### src/rtl/display_controller_pkg.sv
`default_nettype none
// =============================================================================
// Module      : display_pkg
// Description : Default 640x480 VGA timing constants and the scan phase type.
// Revision    : 1.0
// =============================================================================
package display_pkg;

    localparam int COORD_W = 10;

    localparam int C_H_VISIBLE = 640;
    localparam int C_H_FRONT   = 16;
    localparam int C_H_SYNC    = 96;
    localparam int C_H_BACK    = 48;
    localparam int C_H_TOTAL   = C_H_VISIBLE + C_H_FRONT + C_H_SYNC + C_H_BACK;

    localparam int C_V_VISIBLE = 480;
    localparam int C_V_FRONT   = 10;
    localparam int C_V_SYNC    = 2;
    localparam int C_V_BACK    = 33;
    localparam int C_V_TOTAL   = C_V_VISIBLE + C_V_FRONT + C_V_SYNC + C_V_BACK;

    typedef enum logic [1:0] {
        ACTIVE = 2'd0,
        FRONT  = 2'd1,
        SYNC   = 2'd2,
        BACK   = 2'd3
    } scan_phase_t;

endpackage
`default_nettype wire

### src/rtl/display_controller_if.sv
`default_nettype none
// =============================================================================
// Module      : display_controller_if
// Description : Raster coordinate, sync and strobe bundle from the timing
//               generator to its consumers. frame_count needs
//               DISPLAY_FRAME_CNT_EN.
// Revision    : 1.0
// =============================================================================
interface display_controller_if;
    import display_pkg::*;

    logic [COORD_W-1:0] hCount;
    logic [COORD_W-1:0] vCount;
    logic               hSync;
    logic               vSync;
    logic               bright;
    logic               pix_tick;
    logic               line_start;
    logic               frame_start;
`ifdef DISPLAY_FRAME_CNT_EN
    logic [15:0]        frame_count;
`endif

    modport master (
`ifdef DISPLAY_FRAME_CNT_EN
        output frame_count,
`endif
        output hCount, vCount, hSync, vSync, bright,
        output pix_tick, line_start, frame_start
    );

    modport slave (
`ifdef DISPLAY_FRAME_CNT_EN
        input frame_count,
`endif
        input hCount, vCount, hSync, vSync, bright,
        input pix_tick, line_start, frame_start
    );

endinterface
`default_nettype wire

### src/rtl/display_controller_scan_axis_counter.sv
`default_nettype none
// =============================================================================
// Module      : scan_axis_counter
// Description : One scan axis: position counter plus ACTIVE/FRONT/SYNC/BACK
//               phase FSM, stepping only when step is high.
// Revision    : 1.0
// =============================================================================
module scan_axis_counter
    import display_pkg::*;
#(
    parameter int LEN_VISIBLE = 640,
    parameter int LEN_FRONT   = 16,
    parameter int LEN_SYNC    = 96,
    parameter int LEN_BACK    = 48
) (
    input  wire logic               clk,
    input  wire logic               reset,
    input  wire logic               step,
    output logic [COORD_W-1:0]      count,
    output scan_phase_t             phase,
    output logic                    wrap
);

    localparam int TOTAL = LEN_VISIBLE + LEN_FRONT + LEN_SYNC + LEN_BACK;
    localparam logic [COORD_W-1:0] LAST       = COORD_W'(TOTAL - 1);
    localparam logic [COORD_W-1:0] END_ACTIVE = COORD_W'(LEN_VISIBLE - 1);
    localparam logic [COORD_W-1:0] END_FRONT  = COORD_W'(LEN_VISIBLE + LEN_FRONT - 1);
    localparam logic [COORD_W-1:0] END_SYNC   = COORD_W'(LEN_VISIBLE + LEN_FRONT + LEN_SYNC - 1);
    localparam logic [COORD_W-1:0] ONE        = COORD_W'(1);

    logic [COORD_W-1:0] count_q, count_d;
    scan_phase_t        phase_q, phase_d;

    always_ff @(posedge clk) begin
        if (reset) begin
            count_q <= '0;
            phase_q <= ACTIVE;
        end else begin
            count_q <= count_d;
            phase_q <= phase_d;
        end
    end

    // Phase moves on the step that leaves the last position of its region.
    always_comb begin
        count_d = count_q;
        phase_d = phase_q;
        if (step) begin
            count_d = (count_q == LAST) ? '0 : count_q + ONE;
            case (phase_q)
                ACTIVE:  if (count_q == END_ACTIVE) phase_d = FRONT;
                FRONT:   if (count_q == END_FRONT)  phase_d = SYNC;
                SYNC:    if (count_q == END_SYNC)   phase_d = BACK;
                BACK:    if (count_q == LAST)       phase_d = ACTIVE;
                default: phase_d = ACTIVE;
            endcase
        end
    end

    always_comb begin
        count = count_q;
        phase = phase_q;
        wrap  = (count_q == LAST);
    end

endmodule
`default_nettype wire

### src/rtl/display_controller.sv
`default_nettype none
// =============================================================================
// Module      : display_controller
// Description : VGA raster timing generator. Optional frame counter is
//               enabled by defining DISPLAY_FRAME_CNT_EN.
// Revision    : 1.0
// =============================================================================
module display_controller
    import display_pkg::*;
#(
    parameter int CLK_DIV   = 4,
    parameter int H_VISIBLE = C_H_VISIBLE,
    parameter int H_FRONT   = C_H_FRONT,
    parameter int H_SYNC    = C_H_SYNC,
    parameter int H_BACK    = C_H_BACK,
    parameter int V_VISIBLE = C_V_VISIBLE,
    parameter int V_FRONT   = C_V_FRONT,
    parameter int V_SYNC    = C_V_SYNC,
    parameter int V_BACK    = C_V_BACK
) (
    input  wire logic              clk,
    input  wire logic              reset,
    display_controller_if.master   disp
);

    localparam int DIV_W = (CLK_DIV > 1) ? $clog2(CLK_DIV) : 1;
    localparam logic [DIV_W-1:0] DIV_LAST = DIV_W'(CLK_DIV - 1);
    localparam logic [DIV_W-1:0] DIV_ONE  = DIV_W'(1);

    logic [DIV_W-1:0]   div_q, div_d;
    logic               advance, v_step;
    logic               h_wrap, v_wrap;
    logic [COORD_W-1:0] h_count, v_count;
    scan_phase_t        h_phase, v_phase;
    logic               pix_tick_q, pix_tick_d;
    logic               line_start_q, line_start_d;
    logic               frame_start_q, frame_start_d;

    always_comb begin
        advance       = (div_q == DIV_LAST);
        div_d         = advance ? '0 : div_q + DIV_ONE;
        v_step        = advance & h_wrap;
        pix_tick_d    = advance;
        line_start_d  = v_step;
        frame_start_d = v_step & v_wrap;
    end

    always_ff @(posedge clk) begin
        if (reset) begin
            div_q         <= '0;
            pix_tick_q    <= 1'b0;
            line_start_q  <= 1'b0;
            frame_start_q <= 1'b0;
        end else begin
            div_q         <= div_d;
            pix_tick_q    <= pix_tick_d;
            line_start_q  <= line_start_d;
            frame_start_q <= frame_start_d;
        end
    end

    scan_axis_counter #(
        .LEN_VISIBLE (H_VISIBLE),
        .LEN_FRONT   (H_FRONT),
        .LEN_SYNC    (H_SYNC),
        .LEN_BACK    (H_BACK)
    ) u_h_axis (
        .clk   (clk),
        .reset (reset),
        .step  (advance),
        .count (h_count),
        .phase (h_phase),
        .wrap  (h_wrap)
    );

    scan_axis_counter #(
        .LEN_VISIBLE (V_VISIBLE),
        .LEN_FRONT   (V_FRONT),
        .LEN_SYNC    (V_SYNC),
        .LEN_BACK    (V_BACK)
    ) u_v_axis (
        .clk   (clk),
        .reset (reset),
        .step  (v_step),
        .count (v_count),
        .phase (v_phase),
        .wrap  (v_wrap)
    );

`ifdef DISPLAY_FRAME_CNT_EN
    logic [15:0] frame_count_q, frame_count_d;

    always_comb begin
        frame_count_d = frame_count_q;
        if (frame_start_d)
            frame_count_d = (frame_count_q == 16'hFFFF) ? 16'h0000 : frame_count_q + 16'h0001;
    end

    always_ff @(posedge clk) begin
        if (reset) frame_count_q <= 16'h0000;
        else       frame_count_q <= frame_count_d;
    end

    assign disp.frame_count = frame_count_q;
`endif

    // Sync/bright decode straight from the phase flops so they track the counts with no lag.
    assign disp.hCount      = h_count;
    assign disp.vCount      = v_count;
    assign disp.hSync       = (h_phase != SYNC);
    assign disp.vSync       = (v_phase != SYNC);
    assign disp.bright      = (h_phase == ACTIVE) && (v_phase == ACTIVE);
    assign disp.pix_tick    = pix_tick_q;
    assign disp.line_start  = line_start_q;
    assign disp.frame_start = frame_start_q;

endmodule
`default_nettype wire

### src/flat_wrapper.sv
// flat-port wrapper written by rule: the top's interface ports become plain ports
module display_controller_flat import display_pkg::*;
#(
    parameter int CLK_DIV   = 4,
    parameter int H_VISIBLE = C_H_VISIBLE,
    parameter int H_FRONT   = C_H_FRONT,
    parameter int H_SYNC    = C_H_SYNC,
    parameter int H_BACK    = C_H_BACK,
    parameter int V_VISIBLE = C_V_VISIBLE,
    parameter int V_FRONT   = C_V_FRONT,
    parameter int V_SYNC    = C_V_SYNC,
    parameter int V_BACK    = C_V_BACK
)
  (clk, reset, disp_hCount, disp_vCount, disp_hSync, disp_vSync, disp_bright, disp_pix_tick, disp_line_start, disp_frame_start);
  display_controller_if disp_i ();
  input  wire logic clk;
  input  wire logic reset;
  output wire logic [$bits(disp_i.hCount)-1:0] disp_hCount;
  output wire logic [$bits(disp_i.vCount)-1:0] disp_vCount;
  output wire logic [$bits(disp_i.hSync)-1:0] disp_hSync;
  output wire logic [$bits(disp_i.vSync)-1:0] disp_vSync;
  output wire logic [$bits(disp_i.bright)-1:0] disp_bright;
  output wire logic [$bits(disp_i.pix_tick)-1:0] disp_pix_tick;
  output wire logic [$bits(disp_i.line_start)-1:0] disp_line_start;
  output wire logic [$bits(disp_i.frame_start)-1:0] disp_frame_start;
  assign disp_hCount = disp_i.hCount;
  assign disp_vCount = disp_i.vCount;
  assign disp_hSync = disp_i.hSync;
  assign disp_vSync = disp_i.vSync;
  assign disp_bright = disp_i.bright;
  assign disp_pix_tick = disp_i.pix_tick;
  assign disp_line_start = disp_i.line_start;
  assign disp_frame_start = disp_i.frame_start;
  display_controller #(.CLK_DIV(CLK_DIV), .H_VISIBLE(H_VISIBLE), .H_FRONT(H_FRONT), .H_SYNC(H_SYNC), .H_BACK(H_BACK), .V_VISIBLE(V_VISIBLE), .V_FRONT(V_FRONT), .V_SYNC(V_SYNC), .V_BACK(V_BACK)) u_core (.clk(clk), .reset(reset), .disp(disp_i));
endmodule
### config.mk
export PLATFORM = sky130hd
export DESIGN_NAME = display_controller_flat
export DESIGN_NICKNAME = d
export VERILOG_FILES = /design/src/rtl/display_controller_pkg.sv /design/src/rtl/display_controller_if.sv /design/src/rtl/display_controller_scan_axis_counter.sv /design/src/rtl/display_controller.sv /design/src/flat_wrapper.sv
export SDC_FILE = /design/constraint.sdc
export NUM_CORES = 1
export LEC_CHECK = 0
export CAP_MARGIN = 10
export CORE_ASPECT_RATIO = 0.75
export CORE_MARGIN = 4
export CORE_UTILIZATION = 43
export CTS_CLUSTER_SIZE = 25
export DETAILED_ROUTE_END_ITERATION = 6
export GPL_ROUTABILITY_DRIVEN = 0
export GPL_TIMING_DRIVEN = 0
export PLACE_DENSITY = 0.67
export REMOVE_ABC_BUFFERS = 1
export SKIP_CTS_REPAIR_TIMING = 1
export SLEW_MARGIN = 20
export SYNTH_ARGS = -nofsm -noshare
export SYNTH_HDL_FRONTEND = slang
export SYNTH_HIERARCHICAL = 1
export SYNTH_SLANG_ARGS = --single-unit
### constraint.sdc
create_clock -name clk -period 2.5 [get_ports clk]
set_clock_uncertainty 0.15 [all_clocks]
set_input_delay 0.5 -clock clk [delete_from_list [all_inputs] [get_ports clk]]
set_output_delay 0.5 -clock clk [all_outputs]
set_load 0.05 [all_outputs]
After elaboration in Yosys (flattened, before gate mapping)
Cells that the tools add are included.
{ "word_totals": {"input_bits": 2, "ff_bits": 29} }
{ "op_classes": {"n_bitwise": 2, "n_reduce_logical": 6, "addsub": 3, "eq_ne": 25, "muxes": 12} }
{ "ops": {"columns": ["cell", "count"], "rows": [
  ["$eq A10 B10 Y1 const B", 5],
  ["$eq A10 B9 Y1 const B", 3],
  ["$add A10 B1 Y10 const B", 2],
  ["$mux W10", 2],
  ["$mux W2", 8],
  ["$ne A2 B2 Y1 const B", 8],
  ["$pmux W2 S4", 2],
  ["$eq A2 B2 Y1 const B", 5],
  ["$reduce_and A5 Y1", 2],
  ["$eq A2 B1 Y1 const B", 2],
  ["$logic_not A2 Y1", 2],
  ["$ne A2 B1 Y1 const B", 2],
  ["$add A2 B1 Y2 const B", 1],
  ["$and A1 B1 Y1", 2],
  ["$reduce_or A2 Y1", 1],
  ["$logic_and A1 B1 Y1", 1]
]} }

Longest topological paths before layout
Gate-level depths: netlist (run 1).
{ "depth": {"ltp_word": 3, "depth_mapped": 10, "mapped_depth_nobuf": 8} }

By module
The synthesis (run 1) kept the hierarchy.
{ "modules_own_cells": {"columns": ["mod", "instances", "area_each_um2", "seq_area_each_um2", "cells_per_inst"], "rows": [
  ["scan_axis_counter at u_core.u_v_axis", 1, 734.5, 240.2, 80],
  ["scan_axis_counter at u_core.u_h_axis", 1, 713.2, 240.2, 77],
  ["display_controller", 1, 183.9, 100.1, 15]
]} }

Least setup slack after synthesis (run 1)
No wires, ideal clock.
{ "synth_path": {"path_kind": "reg2reg", "from": "reg u_core.u_h_axis.count_q[4], in the netlist u_core/u_h_axis/count[4]", "to": "reg u_core.u_v_axis.phase_q[0], in the netlist u_core/u_v_axis/phase[0]", "setup_ns": 0.072, "slack_ns": -0.167, "stages_incl_launch_ff": 10, "n_path_buf": 1, "synth_period_minus_slack_ns": 2.667, "required_time_ns": 2.278, "arrival_time_ns": 2.446, "cell_sequence": "dfxtp_1 nor4b_2 nand3_1 nor2_1 and2_2 clkbuf_1 nand2_1 o32ai_1 o2111a_2 mux2i_1"} }
{ "synth_via": {"elab_chain_len": 3} }
{ "synth_rtl": {"columns": ["element", "line_no", "text"], "rows": [
  ["start, declared", "display_controller_scan_axis_counter.sv:31", "logic [COORD_W-1:0] count_q, count_d;"],
  ["start signal, assigned", "display_controller_scan_axis_counter.sv:39", "count_q <= count_d;"],
  ["$eq A10 B10 Y1", "display_controller_scan_axis_counter.sv:63", "wrap = (count_q == LAST);"],
  ["via u_core.h_wrap", "display_controller.sv:32", "logic h_wrap, v_wrap;"],
  ["$and A1 B1 Y1", "display_controller.sv:42", "v_step = advance & h_wrap;"],
  ["via u_core.line_start_d", "display_controller.sv:36", "logic line_start_q, line_start_d;"],
  ["$reduce_and A5 Y1 (no source line)", null, null],
  ["end signal, assigned", "display_controller_scan_axis_counter.sv:40", "phase_q <= phase_d;"],
  ["end, declared", "display_controller_scan_axis_counter.sv:32", "scan_phase_t phase_q, phase_d;"]
]} }
The timed path passes the listed nets, and every way through them passes these cells.
A chain may end at the register's enable or synchronous reset.

Worst setup path in the final report (run 1)
{ "layout_path": {"from": "reg u_core.u_h_axis.phase_q[0], in the netlist u_core/u_h_axis/phase[0]", "to": "out disp_bright"} }
{ "layout_via": {"elab_chain_len": 2} }
{ "layout_rtl": {"columns": ["element", "line_no", "text"], "rows": [
  ["start, declared", "display_controller_scan_axis_counter.sv:32", null],
  ["start signal, assigned", "display_controller_scan_axis_counter.sv:40", null],
  ["$logic_not A2 Y1", "display_controller.sv:112", "assign disp.bright = (h_phase == ACTIVE) && (v_phase == ACTIVE);"],
  ["$logic_and A1 B1 Y1", "display_controller.sv:112", null],
  ["end, declared", "flat_wrapper.sv:22", "output wire logic [$bits(disp_i.bright)-1:0] disp_bright;"]
]} }
Every way passes these cells.

==> flow_metrics.tcl, run 1 <==
set metrics [dict create \
    critPathMaxStageDelay_ps 850 \
    yosys_warnings 6 \
    dpl-instance-area_um2 1940 \
    syn_avg_cell_area_um2 9.49 \
    cts_max_path_buffers 2 \
    drcViolationCount 0 \
    layout_common_cells "clkdlybuf4s50_1, dfxtp_1, nor2_1, ha_1" \
    intPower_mw 0.879 \
    crit_path_max_fanout 6 \
    power_mw 1.09 \
    drtPass1Iterations 4 \
    yosys_register_bits 29 \
    io_pins 28 \
    synth-main-ff-cell "dfxtp_1" \
    ys_seq_area_frac 0.356 \
    clkTransAtPathRegs_ps 60 \
    clock_latency_ps 280 \
    worst_setup_path_end_kind "output pin" \
    met1_usage 0.211 \
    synth.distinct_cells 42 \
    p_seq_frac 0.434 \
    grt_pass1_wl_mm 5.78 \
    dieArea_um2 4850 \
    syn_inst 172 \
    p_per_area_nw_per_um2 519 \
    p_leak_nw 0.729 \
    period_share 0.975 \
    portBuffers 27 \
    cts_made_buffers 5 \
    antenna_found_initial 0 \
    initial_utilization 0.446 \
    swShare 0.191 \
    synth_edf_count 0 \
    vdd_drop_max_mv 0.315 \
    fmax_mhz 410 \
    grt_pass1_vias 1224 \
    core-area_um2 3660 \
    setup_ws_ps 62.1 \
    async_reset_ff_frac 0 \
    dr_total_vias 1293 \
    finalInstanceArea_um2 2100 \
    period_minus_slack_ps 2440 \
    ant_nets 0 \
    met2_usage 0.229 \
    worstPathRequired_ps 1850 \
    h-tree-depth 2 \
    vias_per_cell 5.07 \
    hold_viol_final 0 \
    finalSetupTns_ps 0 \
    drt_iter0_markers 67 \
    cts-root-buf "clkbuf_8" \
    die_h_um 61.3 \
    use_met3 0.0453 \
    top_usage_layer "met2" \
    netlist.area_leader.share 0.356 \
    arrival_ps 1790 \
    worstMarginPinSlew_ps 518 \
    core.rowCount 19 \
    syn_area_um2 1630 \
    drive_gt1_frac 0.118 \
    report.final.slew_viol_count 0 \
    grt_usage 0.156 \
    slowest_stage "clkdlybuf4s50_1" \
    r2r-end "u_core/u_v_axis/phase[1]$_SDFFE_PP0P_" \
    hold-path-endpoint "u_core/div_q[0]$_SDFF_PP0_" \
    p_clk_frac 0.530 \
    worstPathCellList "nor4_2 > clkdlybuf4s50_1" \
    reg2reg_depth 8 \
    cap_violations 0 \
    hold_path.class "flop to flop" \
    antenna_cells 0 \
    rrSetupSlack_ps 250 \
    ys_top_cells_by_area "dfxtp_1, ha_1, nor2_1" \
    critPathLaunch "u_core/u_h_axis/phase[0]$_SDFFE_PP0P_" \
    area_growth_pct 28.5 \
    grt_max_degree 17 \
    synth_area_leader_cell "dfxtp_1" \
    setup_violations 0 \
    grt-ovfl-total 0 \
    critPathTopFamily "buffers and inverters" \
    worstReg2RegStart "u_core/u_h_axis/count[6]$_SDFFE_PP0P_" \
    clock-sinks 29 \
    p_sw_mw 0.208 \
    place_ws_ps 56.2 \
    wl_per_cell_um 13.2 \
    dp_hpwl_mm 2.41 \
    holdPathStages 1 \
    worstHoldStart "u_core/div_q[0]$_SDFF_PP0_" \
    slew_headroom 0.654 \
    cts_tree "done" \
    drt_wl_total_mm 3.38 \
    cp-start-kind "flop" \
    rsz0062_at_grt "no" \
    nNetsFinal 219 \
    outcome "completed" \
    die_x_um 79.1 \
    crit_buf_inv 1 \
    critPathKind "flop to output pin" \
    p_comb_frac 0.036 \
]
## cell families after synthesis
group,synth area share
AND/OR/NAND/NOR,0.283
buffers and inverters,0.0399
flip-flops,0.356
adder cells (fa/ha/maj),0.115
XOR/XNOR,0.0966
AO/OA/AOI/OAI,0.0790
multiplexers,0.0307
## layout make-up
| type | count | area, um2 |
|---|---|---|
| Inverter | 10 | 37.5 |
| Clock inverter | 3 | 65.1 |
| Clock buffer | 5 | 68.8 |
| Sequential cell | 29 | 583 |
| Timing Repair Buffer | 27 | 270 |
| Fill cell | 342 | 1570 |
| Tap cell | 52 | 65.1 |
| Multi-Input combinational cell | 129 | 1010 |
## per-stage QoR
step,instances,hold WS [ps],utilization
2_1_floorplan,168,253,-
6_report,255,294,0.572
3_3_place_gp,247,268,0.530
3_5_place_dp,247,294,0.530
4_1_cts,255,303,0.566
5_1_grt,255,311,0.572
## synth_stat cells, types with 2 or more instances
library cell   n
and4b_1        2
dfxtp_1       29
nor2_1        26
and3_1         3
xor2_1         9
nand2_1        9
ha_1          15
inv_1         10
nand4b_1       2
mux2i_1        5
nand4_1        7
xnor2_1        9
o32ai_1        2
nor3_1         5
nand2b_1      10
nand3_1        3
## how the worst max path moves through the flow
stage	end	cells after the start
finish	disp_bright	2
global route	disp_bright	2
CTS	disp_bright	2
detailed placement	u_core/u_v_axis/phase[1]$_SDFFE_PP0P_	8
global placement	u_core/u_v_axis/phase[1]$_SDFFE_PP0P_	8
floorplan	u_core/u_v_axis/phase[0]$_SDFFE_PP0P_	8
## routing by layer
layer | wire length, um | up-vias
li1 | - | 656
met1 | 1710 | 599
met2 | 1450 | 31
met3 | 154 | 7
met4 | 62 | 0
met5 | 0 | -
## worst reg2reg max path, stage by stage, from the launching register on
cell and delay, ps:
dfxtp_1 400, nor4b_4 300, nand3_1 160, nor2_2 180, and2_4 230, nand2_1 90
o32ai_2 210, o2111a_2 270, mux2i_1 180
## power by group through the flow
stage | Sequential [mW] | Clock [mW] | Combinational [mW]
floorplan | 0.489 | 0 | 0.0192
global placement | 0.482 | 0 | 0.0379
detailed placement | 0.482 | 0 | 0.0400
CTS | 0.472 | 0.591 | 0.0399
global route | 0.472 | 0.609 | 0.0430
finish | 0.472 | 0.576 | 0.0396
## flip-flops by register name, indices dropped and copies added (netlist names)
signal,cells
u_core/u_v_axis/phase,2
u_core/disp.pix_tick,1
u_core/u_v_axis/count,10
u_core/u_h_axis/phase,2
u_core/disp.line_start,1
u_core/div_q,2
u_core/disp.frame_start,1
u_core/u_h_axis/count,10
No activity file was read; power rests on OpenSTA's default activity.
==> run 2: changes to the inputs <==
GPL_TIMING_DRIVEN = 1   (was 0)
==> run 2 against run 1 <==
  * Wire length grew 5.5%
  * Final cell count grew 0.78%
  * Die area is the same
  * Sequential share of layout area grew 0.29 points
  * Sequential power is essentially flat
  * Global-route usage grew 0.72 points
==> flow_metrics.tcl, run 2 (synthesis gave the netlist of run 1 again) <==
set metrics [dict create \
    drt_wl_total_mm 3.56 \
    area_growth_pct 26.8 \
    worstPathCellList "nand2b_1 > clkdlybuf4s50_1" \
    slowest_stage "clkdlybuf4s50_1" \
    cts_tree "done" \
    r2r-end "u_core/u_v_axis/phase[1]$_SDFFE_PP0P_" \
    drcViolationCount 0 \
    drt_iter0_markers 108 \
    reg2reg_depth 8 \
    ant_nets 0 \
    antenna_found_initial 0 \
    clkTransAtPathRegs_ps 60 \
    period_minus_slack_ps 2330 \
    fmax_mhz 429 \
    vias_per_cell 5.10 \
    worst_setup_path_end_kind "output pin" \
    report.final.slew_viol_count 0 \
    hold_viol_final 0 \
    cap_violations 0 \
    portBuffers 27 \
    grt-ovfl-total 0 \
    critPathKind "flop to output pin" \
    slew_headroom 0.653 \
    dr_total_vias 1310 \
    worstHoldStart "u_core/div_q[0]$_SDFF_PP0_" \
    worstMarginPinSlew_ps 518 \
    critPathMaxStageDelay_ps 820 \
    arrival_ps 1680 \
    h-tree-depth 2 \
    drive_gt1_frac 0.112 \
    hold-path-endpoint "u_core/div_q[0]$_SDFF_PP0_" \
    outcome "completed" \
    clock_latency_ps 290 \
    grt_pass1_vias 1185 \
    cp-start-kind "flop" \
    place_inst 249 \
    cts_max_path_buffers 2 \
    p_leak_nw 0.725 \
    layout_common_cells "dfxtp_1, clkdlybuf4s50_1, nor2_1, ha_1" \
    final_common_cell "dfxtp_1" \
    power_mw 1.03 \
    drtPass1Iterations 4 \
    worstReg2RegStart "u_core/u_h_axis/count[5]$_SDFFE_PP0P_" \
    core-area_um2 3660 \
    finalSetupTns_ps 0 \
    setup_violations 0 \
    core.rowCount 19 \
    crit_path_max_fanout 6 \
    rsz0062_at_grt "no" \
    cts_made_buffers 5 \
    nNetsFinal 221 \
    rrSetupSlack_ps 180 \
    cts-root-buf "clkbuf_8" \
    grt_pass1_wl_mm 5.97 \
    holdPathStages 1 \
    setup_ws_ps 168 \
    period_share 0.933 \
    instances_no_fill 257 \
    grt_usage 0.163 \
    wl_per_cell_um 13.9 \
    clock-sinks 29 \
    initial_utilization 0.446 \
    io_pins 28 \
    antenna_cells 0 \
    die_h_um 61.3 \
    die_x_um 79.1 \
    place_ws_ps 198 \
    vdd_drop_max_mv 0.241 \
    worstPathRequired_ps 1850 \
    hold_path.class "flop to flop" \
    grt_max_degree 14 \
    dieArea_um2 4850 \
    dp_hpwl_mm 2.57 \
    p_per_area_nw_per_um2 496 \
]
==> run 2: how the worst max path moves through the flow <==
stage                                            end  depth (start not counted)                                  start  slack [ps]
3_3_place_gp   u_core/u_v_axis/phase[1]$_SDFFE_PP0P_                          8  u_core/u_h_axis/count[4]$_SDFFE_PP0P_         290
4_1_cts                                   disp_hSync                          2  u_core/u_h_axis/phase[0]$_SDFFE_PP0P_         150
5_1_grt        u_core/u_v_axis/phase[0]$_SDFFE_PP0P_                          8  u_core/u_h_axis/count[5]$_SDFFE_PP0P_         0.8
2_1_floorplan  u_core/u_v_axis/phase[0]$_SDFFE_PP0P_                          8  u_core/u_h_axis/count[4]$_SDFFE_PP0P_          20
6_report                                  disp_hSync                          2  u_core/u_h_axis/phase[0]$_SDFFE_PP0P_         170
3_5_place_dp   u_core/u_v_axis/phase[1]$_SDFFE_PP0P_                          8  u_core/u_h_axis/count[4]$_SDFFE_PP0P_         200
==> run 2: final cells by class <==
class                      instances  area (um2)
clock buffer                       7        86.3
clock inverter                     1        30.0
fill                             346        1590
inverter                          10        37.5
multi-input combinational        129         986
sequential                        29         582
tap                               52        65.1
timing repair buffer              29         283
==> run 2: report_power, final <==
| part | leakage, nW | internal [mW] | switching, mW | total [mW] |
|---|---|---|---|---|
| combinational | 0.432 | 0.0176 | 0.0248 | 0.0424 |
| sequential | 0.235 | 0.468 | 0.00334 | 0.472 |
| clock | 0.0585 | 0.325 | 0.187 | 0.511 |
| total | 0.725 | 0.810 | 0.215 | 1.03 |
==> run 2: stage by stage <==
| step | instance area, um2 | utilization | hold slack, ps |
|---|---|---|---|
| floorplan | 1600 | - | 253 |
| global placement | 1950 | 0.533 | 267 |
| detailed placement | 1950 | 0.533 | 284 |
| CTS | 2070 | 0.565 | 293 |
| global route | 2070 | 0.565 | 307 |
| finish | 2070 | 0.565 | 287 |
==> run 2: worst max-delay path: cells and delay by family, from the launching register on <==
kind                   cells  cell delay [ps]
buffers and inverters      1              820
flip-flops                 1              430
AND/OR/NAND/NOR            1              140
==> run 2: routing by layer <==
metal  vias up  wire length, um  GRT usage  part of all wire
li1        657                -          -                 -
met1       621             1870      0.234              0.53
met2        25             1480      0.228              0.42
met3         7              147     0.0526             0.041
met4         0               61     0.0588             0.017
met5         -                0          0                 0
